$ cat config.mk
export PLATFORM = sky130hd
export DESIGN_NAME = bus_rr_matrix
export DESIGN_NICKNAME = d
export VERILOG_FILES = /design/src/rtl/bus_pkg.sv /design/src/rtl/rr_arbiter.sv /design/src/rtl/bus_rr_matrix.sv
export SDC_FILE = /design/constraint.sdc
export NUM_CORES = 1
export LEC_CHECK = 0
export BUFFER_PORTS_ARGS = -buffer_cell sky130_fd_sc_hd__buf_2
export CORE_AREA = 4 4 173 175
export DETAILED_ROUTE_END_ITERATION = 10
export DIE_AREA = 0 0 177 179
export SLEW_MARGIN = 30
export SYNTH_ARGS = -nofsm -noshare
export SYNTH_HDL_FRONTEND = slang
export SYNTH_SLANG_ARGS = --single-unit
$ cat constraint.sdc
create_clock -name clk -period 6.7 [get_ports clk]
set_clock_uncertainty 0.2 [all_clocks]
set_input_delay 1.005 -clock clk [delete_from_list [all_inputs] [get_ports clk]]
set_output_delay 1.005 -clock clk [all_outputs]
set_load 0.01 [all_outputs]
$ cat src/rtl/bus_pkg.sv
// Shared definitions for the multi-master system bus: default widths,
// slave index map and a one-hot to index helper.
package bus_pkg;

  localparam int unsigned AW_DEF      = 16;
  localparam int unsigned DW_DEF      = 32;
  localparam int unsigned SEL_LSB_DEF = 8;

  localparam int unsigned SLV_MEM0 = 0;
  localparam int unsigned SLV_MEM1 = 1;
  localparam int unsigned SLV_ALU  = 2;
  localparam int unsigned SLV_REG  = 3;
  localparam int unsigned SLV_IO   = 4;

  // OR of the positions of all set bits; exact for one-hot inputs up to 16 wide.
  function automatic logic [3:0] onehot_to_idx(input logic [15:0] oh);
    logic [3:0] idx;
    idx = '0;
    for (int unsigned i = 0; i < 16; i++) begin
      if (oh[i]) idx = idx | 4'(i);
    end
    return idx;
  endfunction

endpackage

$ cat src/rtl/rr_arbiter.sv
// Round-robin arbiter with parked owner and optional hold limit.
// Grant is registered and always one-hot; illegal values recover to master 0.
module rr_arbiter
  import bus_pkg::*;
#(
  parameter int unsigned N        = 4,
  parameter int unsigned MAX_HOLD = 16
) (
  input  logic         clk,
  input  logic         reset,
  input  logic [N-1:0] req,
  output logic [N-1:0] grant
);

  localparam int unsigned IW = (N > 1) ? $clog2(N) : 1;
  localparam int unsigned HW = (MAX_HOLD > 1) ? $clog2(MAX_HOLD) : 1;
  localparam logic [HW-1:0] HOLD_LIM = (MAX_HOLD == 0) ? '0 : HW'(MAX_HOLD - 1);

  logic [N-1:0]  grant_q, grant_d, rot_grant;
  logic [HW-1:0] hold_q, hold_d;
  logic [IW-1:0] owner;
  logic          legal, others, keep;

  assign owner  = IW'(onehot_to_idx(16'(grant_q)));
  assign legal  = (grant_q != '0) && ((grant_q & (grant_q - N'(1))) == '0);
  assign others = |(req & ~grant_q);
  assign keep   = req[owner] && ((MAX_HOLD == 0) || !others || (hold_q < HOLD_LIM));

  // Scan owner+1 .. owner+N so the current owner is considered last.
  always_comb begin
    int unsigned k;
    logic        found;
    rot_grant = '0;
    found     = 1'b0;
    for (int unsigned i = 1; i <= N; i++) begin
      k = 32'(owner) + i;
      if (k >= N) k = k - N;
      if (!found && req[IW'(k)]) begin
        found               = 1'b1;
        rot_grant[IW'(k)]   = 1'b1;
      end
    end
  end

  always_comb begin
    grant_d = grant_q;
    hold_d  = hold_q;
    if (!legal) begin
      grant_d = N'(1);
      hold_d  = '0;
    end else if (req == '0) begin
      hold_d  = '0;
    end else if (keep) begin
      if ((MAX_HOLD != 0) && (hold_q != HOLD_LIM)) hold_d = HW'(hold_q + 1'b1);
    end else begin
      grant_d = rot_grant;
      hold_d  = '0;
    end
  end

  always_ff @(posedge clk or posedge reset) begin
    if (reset) begin
      grant_q <= N'(1);
      hold_q  <= '0;
    end else begin
      grant_q <= grant_d;
      hold_q  <= hold_d;
    end
  end

  assign grant = grant_q;

endmodule

$ cat src/rtl/bus_rr_matrix.sv
// N-master / N-slave shared bus: round-robin arbitration, address-field slave
// decode and a one-cycle registered read-data select.
module bus_rr_matrix
  import bus_pkg::*;
#(
  parameter int unsigned N_MASTER = 4,
  parameter int unsigned N_SLAVE  = 5,
  parameter int unsigned AW       = AW_DEF,
  parameter int unsigned DW       = DW_DEF,
  parameter int unsigned SEL_LSB  = SEL_LSB_DEF,
  parameter int unsigned MAX_HOLD = 16
) (
  input  logic                   clk,
  input  logic                   reset,
  input  logic [N_MASTER-1:0]    m_req,
  input  logic [N_MASTER-1:0]    m_wr,
  input  logic [N_MASTER*AW-1:0] m_addr,
  input  logic [N_MASTER*DW-1:0] m_dout,
  input  logic [N_SLAVE*DW-1:0]  s_dout,
  output logic [N_MASTER-1:0]    m_grant,
  output logic [DW-1:0]          m_din,
  output logic [N_SLAVE-1:0]     s_sel,
  output logic [AW-1:0]          s_addr,
  output logic                   s_wr,
  output logic [DW-1:0]          s_din,
  output logic                   dec_err
);

  localparam int unsigned IDXW = AW - SEL_LSB;

  logic [IDXW-1:0]    slv_idx;
  logic [N_SLAVE-1:0] sel_q, sel_d;
  logic               dec_err_q, dec_err_d;

  rr_arbiter #(
    .N        (N_MASTER),
    .MAX_HOLD (MAX_HOLD)
  ) u_arb (
    .clk   (clk),
    .reset (reset),
    .req   (m_req),
    .grant (m_grant)
  );

  // Owner mux; the owner drives the bus even while parked.
  always_comb begin
    s_addr = '0;
    s_wr   = 1'b0;
    s_din  = '0;
    for (int unsigned i = 0; i < N_MASTER; i++) begin
      if (m_grant[i]) begin
        s_addr = m_addr[i*AW +: AW];
        s_wr   = m_wr[i];
        s_din  = m_dout[i*DW +: DW];
      end
    end
  end

  assign slv_idx = s_addr[AW-1:SEL_LSB];

  // Out-of-range index selects no slave.
  always_comb begin
    s_sel = '0;
    for (int unsigned j = 0; j < N_SLAVE; j++) begin
      s_sel[j] = (32'(slv_idx) == j);
    end
  end

  assign sel_d     = s_sel;
  assign dec_err_d = (s_sel == '0);

  always_ff @(posedge clk or posedge reset) begin
    if (reset) begin
      sel_q     <= '0;
      dec_err_q <= 1'b0;
    end else begin
      sel_q     <= sel_d;
      dec_err_q <= dec_err_d;
    end
  end

  always_comb begin
    m_din = '0;
    for (int unsigned j = 0; j < N_SLAVE; j++) begin
      if (sel_q[j]) m_din = m_din | s_dout[j*DW +: DW];
    end
  end

  assign dec_err = dec_err_q;

endmodule

==> flow_summary_export.csv, run 1 <==
group,metric,value,unit
clock_network,h-tree-depth,1,
outcome,status,"finished, final reports clean",
floorplanning,initial_core_util,0.115,
clock_network,cts_tree,"built",
setup_path,crit_chain,"buf_4, clkinv_1, buf_4, a311oi_1, a2111oi_0, buf_4, nand4_1, nor3b_1, buf_2",
routing,drt-total-wl,25200,um
routing,drt_iter0_drc,432,
pwr,p_per_area,285,nW/um2
setup_path,path_max_fanout,66,
yosys,synth_seq_cells,14,
timing,tns,0,ns
yosys,synth_most_common_cell,"o21ai_0",
clock_network,clkLatencyLatePin,0.24,ns
routing,dr.pass1.iters,7,
routing,wire_per_inst,19.8,um
setup_path,crit_arrival,3.00,ns
place,place_inst,1270,
yosys,synth_edf_count,0,
timing,setup_viol,0,
global_route,grt_overflow,0,
timing,slew_headroom,0.482,
clock_network,post_cts_resized,0,
yosys,async_flop_share,1.00,
global_route,grt_max_degree,110,
setup_path,crit_slowest_cell,"buf_4",
yosys,synth-main-ff-cell,"dfrtp_1",
layout,finalNonFillerCells,1277,
routing,vias,5853,
timing,finalHoldViolCount,0,
timing,period_needed,4.21,ns
yosys,synth_seq_area_share,0.107,
setup_path,worstSetupEndpointType,"output pin",
floorplanning,die_h,179,um
run,cap_viol_max_count,0,
global_route,antenna_found_initial,5,
worst_hold_path,min_path_type,"register to register",
setup_path,crit_path_frequent_cell,"buf_4",
timing,timing.fmax,238,MHz
yosys,yosys-top-cells-count,"87 x o21ai_0, 83 x nand2_1, 45 x clkbuf_1",
yosys,yosys-top-cells-area,"o21ai_0 13%, a221o_1 13%, dfrtp_1 9.9%",
timing,worst_pin_slew,0.776,ns
floorplanning,ioPinCount,453,
yosys,synth.distinct_cells,56,
clock_network,cts_setup_buffers,0,
yosys,synthesis.area,3280,um2
setup_path,worst-setup-path-type,"register to output pin",
setup_path,cp.required,5.49,ns
global_route,grt_pass1_vias,5389,
global_route,grt.total_usage,0.139,
timing,rsz0062_at_grt,"false",
timing,min_period_over_period,0.628,
routing,drt-vias-per-instance,4.58,
yosys,syn_inst,481,
floorplanning,rows,62,
yosys,yosys.area.top_type,"o21ai_0",
yosys,synth_top_area_share,0.133,
yosys,yosysWarnings,0,
layout,drive_above_1_share,0.547,
global_route,grt_pass1_wl,33300,um
clock_network,cts_hold_buffers,0,
clock_network,clock_path_buffers,2,
routing,ant_nets,0,
setup_path,cp-start-kind,"register",
clock_network,cts_num_sinks,14,
floorplanning,core-area,28500,um2
layout,final_nets,1258,
clock_network,root_buffer,"clkbuf_16",
yosys,synth_fp_nets,848,
routing,drcViolationCount,0,
timing,drv_slew,0,
floorplanning,chipWidth,177,um
yosys,avgSynthCellArea,6.83,um2
place,hpwl,21600,um
layout,area_delta_synth_final,82.7,%
setup_path,max_stage_delay,0.39,ns
clock_network,numCtsBuffers,3,
layout,fin_util,0.211,
place,port_buffers,452,
clock_network,clk_pin_slew,0.05,ns
place,gp_congestion,0.821,
pwr,leakagePower,3.13,nW
pwr,ir_drop,0.158,mV
floorplanning,dieArea,31700,um2
==> sequential cells by signal (all words and copies together), names as in the netlist <==
register      count
sel_q             5
u_arb.grant       4
u_arb.hold_q      4
dec_err           1
==> path summary, 6_finish.rpt <==
kind                                                  start                          end  slack, ns  cells after the start
worst max-delay path             u_arb.grant[2]$_DFFE_PP0P_                     s_sel[1]       2.49                      9
worst min-delay path            u_arb.hold_q[3]$_DFFE_PP0P_  u_arb.hold_q[3]$_DFFE_PP0P_       0.31                      1
worst max register to register   u_arb.grant[3]$_DFFE_PP0P_   u_arb.grant[3]$_DFFE_PP0P_       3.10                      9
worst min register to register  u_arb.hold_q[3]$_DFFE_PP0P_  u_arb.hold_q[3]$_DFFE_PP0P_       0.31                      1
max in group asynchronous                             reset   u_arb.grant[3]$_DFFE_PP0P_       5.23                      2
min in group asynchronous                             reset  u_arb.hold_q[0]$_DFFE_PP0P_       0.64                      2
==> final cells by class <==
class | count | area, um2
diodes | 3 | 7.51
clock buffers | 4 | 88.8
fillers | 3230 | 22500
inverters | 13 | 48.8
multi-input cells | 397 | 2670
flip-flops and latches | 14 | 359
well taps | 384 | 480
repair buffers | 462 | 2340
==> cell usage in the layout (no fill, tap or decap), types with 2 or more instances in the layout <==
master,instances
a221o_1,41
dfrtp_1,9
a21oi_1,9
nand3b_1,5
o31ai_1,2
nor3_1,2
ha_1,5
buf_4,9
nand2b_1,9
a31oi_1,2
mux2_2,2
mux4_2,3
nand4_1,3
nand2_1,83
and2_1,5
or2_2,3
mux2i_1,7
clkbuf_16,3
and3_1,2
a21o_1,4
buf_2,452
inv_1,12
nand3_1,4
a22oi_1,33
o21ai_0,87
diode_2,3
o31a_1,2
a221oi_1,8
dfrtp_2,3
nor3b_1,3
nor2_1,13
o221ai_1,2
nor4_1,2
nor2b_1,2
a222oi_1,32
==> kinds of logic after synthesis <==
| family | Yosys count | share of synthesized area |
|---|---|---|
| flip-flops | 14 | 0.107 |
| AO/OA/AOI/OAI | 236 | 0.536 |
| adder cells (fa/ha/maj) | 5 | 0.0191 |
| buffers and inverters | 70 | 0.0831 |
| AND/OR/NAND/NOR | 142 | 0.201 |
| XOR/XNOR | 2 | 0.00534 |
| multiplexers | 12 | 0.0488 |
==> critical path: cells and delay by family (launching register included) <==
kind                   cells  cell delay [ns]
AND/OR/NAND/NOR            2             0.55
AO/OA/AOI/OAI              2             0.57
flip-flops                 1             0.38
buffers and inverters      5             1.23
==> report_power, final <==
| part | total [mW] | switching, mW | internal, mW |
|---|---|---|---|
| combinational | 1.44 | 0.852 | 0.589 |
| sequential | 0.140 | 0.0340 | 0.106 |
| clock | 0.126 | 0.0359 | 0.0905 |
| total | 1.71 | 0.921 | 0.785 |
==> stage by stage <==
step	instance area [um2]	setup WS [ns]	hold slack, ns	power [mW]
floorplan	3280	3.19	0.271	0.968
global placement	5890	2.26	0.299	1.58
detailed placement	5900	2.52	0.301	1.60
CTS	5990	2.36	0.311	1.74
global route	6000	2.19	0.356	1.86
finish	6000	2.49	0.311	1.71
==> layer usage <==
metal  vias up  global-route usage  wire (um)
li1       2745                   -          -
met1      2677               0.165       9390
met2       411               0.266      13100
met3        20              0.0219       2330
met4         0              0.0239        378
met5         -                   0          0
No activity file was read; power rests on OpenSTA's default activity.
==> run 2: changes to the inputs <==
==> constraint.sdc (replaced) <==
create_clock -name clk -period 3.92 [get_ports clk]
set_clock_uncertainty 0.2 [all_clocks]
set_input_delay 0.588 -clock clk [delete_from_list [all_inputs] [get_ports clk]]
set_output_delay 0.588 -clock clk [all_outputs]
set_load 0.01 [all_outputs]
==> run 2 against run 1 <==
Sequential cell count unchanged. Sequential power rose by 140%. Critical path depth decreased by 3. Worst hold slack worse by 0.099 ns. First-iteration DRC count shrank 6.9%. Worst setup slack got worse by 2.0 ns. Count of clock-buffer cells in the layout unchanged. Total power is 71% higher. Clock power is 65% higher. Final cell count increased by 0.16%.
==> flow_summary_export.csv, run 2 (synthesis gave the netlist of run 1 again) <==
group,metric,value,unit
outcome,status,"finished, final reports clean",
routing,drt-total-wl,26500,um
floorplanning,initial_core_util,0.115,
setup_path,cp-start-kind,"register",
place,gp_congestion,0.806,
clock_network,h-tree-depth,1,
timing,slew_headroom,0.417,
clock_network,clock_path_buffers,2,
timing,whs,0.211,ns
clock_network,root_buffer,"clkbuf_16",
global_route,grt_max_degree,59,
layout,most-common-layout-cells,"452 x buf_2, 87 x o21ai_0, 83 x nand2_1",
routing,wire_per_inst,20.7,um
timing,worst_slack,0.470,ns
pwr,p_per_area,484,nW/um2
floorplanning,die_h,179,um
clock_network,numCtsBuffers,3,
timing,tns,0,ns
place,port_buffers,452,
clock_network,post_cts_resized,0,
global_route,grt.total_usage,0.149,
layout,drive_above_1_share,0.550,
layout,top_register,"sel_q",
timing,worst_pin_slew,0.874,ns
clock_network,cts_hold_buffers,0,
layout,layout_commonest_cell,"buf_2",
global_route,grt_pass1_wl,35200,um
global_route,antenna_found_initial,10,
place,dp_slack,0.636,ns
layout,area_delta_synth_final,83.2,%
layout,largest_reg_flops,5,
layout,final_nets,1262,
worst_hold_path,min_path_type,"primary input to async pin",
global_route,grt_pass1_vias,5536,
setup_path,cp.required,3.13,ns
routing,drt-vias-per-instance,4.62,
pwr,ir_drop,0.181,mV
layout,final_cell_area,6020,um2
timing,drv_slew,0,
routing,dr.pass1.iters,5,
timing,timing.fmax,290,MHz
pwr,power,2.91,mW
timing,finalHoldViolCount,0,
clock_network,cts_tree,"built",
routing,ant_nets,0,
setup_path,crit_arrival,2.66,ns
setup_path,path_max_fanout,27,
clock_network,clkLatencyLatePin,0.24,ns
floorplanning,rows,62,
routing,vias,5904,
clock_network,clk_pin_slew,0.05,ns
routing,drcViolationCount,0,
routing,drt_iter0_drc,402,
timing,period_needed,3.45,ns
place,dpl_cell_area,5920,um2
floorplanning,ioPinCount,453,
clock_network,cts_num_sinks,14,
global_route,grt_overflow,0,
floorplanning,chipWidth,177,um
setup_path,worstSetupEndpointType,"output pin",
place,hpwl,23600,um
timing,min_period_over_period,0.880,
timing,rsz0062_at_grt,"false",
floorplanning,core-area,28500,um2
setup_path,worst-setup-path-type,"register to output pin",
clock_network,cts_setup_buffers,0,
run,cap_viol_max_count,0,
timing,setup_viol,0,
pwr,leakagePower,3.15,nW
floorplanning,dieArea,31700,um2
run 2: cell types whose count changed in the layout (fill, tap and decap cells not counted), sizes merged:
cell   before  now
buf       462  466
diode       3    1
run 2: worst max-delay path, cell delays in order (launching register included):
cell and delay (ns):
dfrtp_2 0.73, nor2b_4 0.24, a221o_1 0.38, a22oi_1 0.31, nand4_1 0.28, nor3b_1 0.29, buf_2 0.18
run 2: power breakdown:
part | total (mW) | leakage [nW] | internal [mW] | switching [mW]
Combinational | 2.37 | 2.93 | 1.02 | 1.35
Sequential | 0.334 | 0.174 | 0.179 | 0.155
Clock | 0.208 | 0.0442 | 0.154 | 0.0541
Total | 2.91 | 3.15 | 1.35 | 1.56
run 2: metal layers:
layer	track usage	part of all wire	up-vias
li1	-	-	2747
met1	0.173	0.37	2701
met2	0.286	0.51	416
met3	0.0337	0.10	32
met4	0.0145	0.015	8
met5	0	0.0017	-
run 2: metrics by stage:
| stage | instances | utilization |
|---|---|---|
| after detailed placement | 1274 | 0.208 |
| after CTS | 1278 | 0.211 |
| after global placement | 1274 | 0.208 |
| after floorplan | 481 | - |
| after global routing | 1279 | 0.211 |
| final | 1279 | 0.211 |
run 2: worst paths after layout:
path                                        startpoint                           to  slack (ns)  depth (start not counted)
min in group clk           u_arb.hold_q[3]$_DFFE_PP0P_  u_arb.hold_q[3]$_DFFE_PP0P_        0.32                          1
hold / removal                                   reset  u_arb.hold_q[1]$_DFFE_PP0P_        0.21                          2
setup reg to reg            u_arb.grant[1]$_DFFE_PP0P_   u_arb.grant[3]$_DFFE_PP0P_        0.59                          8
hold reg to reg            u_arb.hold_q[3]$_DFFE_PP0P_  u_arb.hold_q[3]$_DFFE_PP0P_        0.32                          1
max in group asynchronous                        reset   u_arb.grant[3]$_DFFE_PP0P_        2.88                          2
setup / recovery            u_arb.grant[1]$_DFFE_PP0P_                     s_sel[2]        0.47                          6
run 2: area by class of cell:
cell class	instances	area [um2]
fillers	3326	22500
multi-input cells	397	2670
repair buffers	466	2370
well taps	384	480
flip-flops and latches	14	362
clock buffers	4	88.8
inverters	13	48.8
diodes	1	2.50
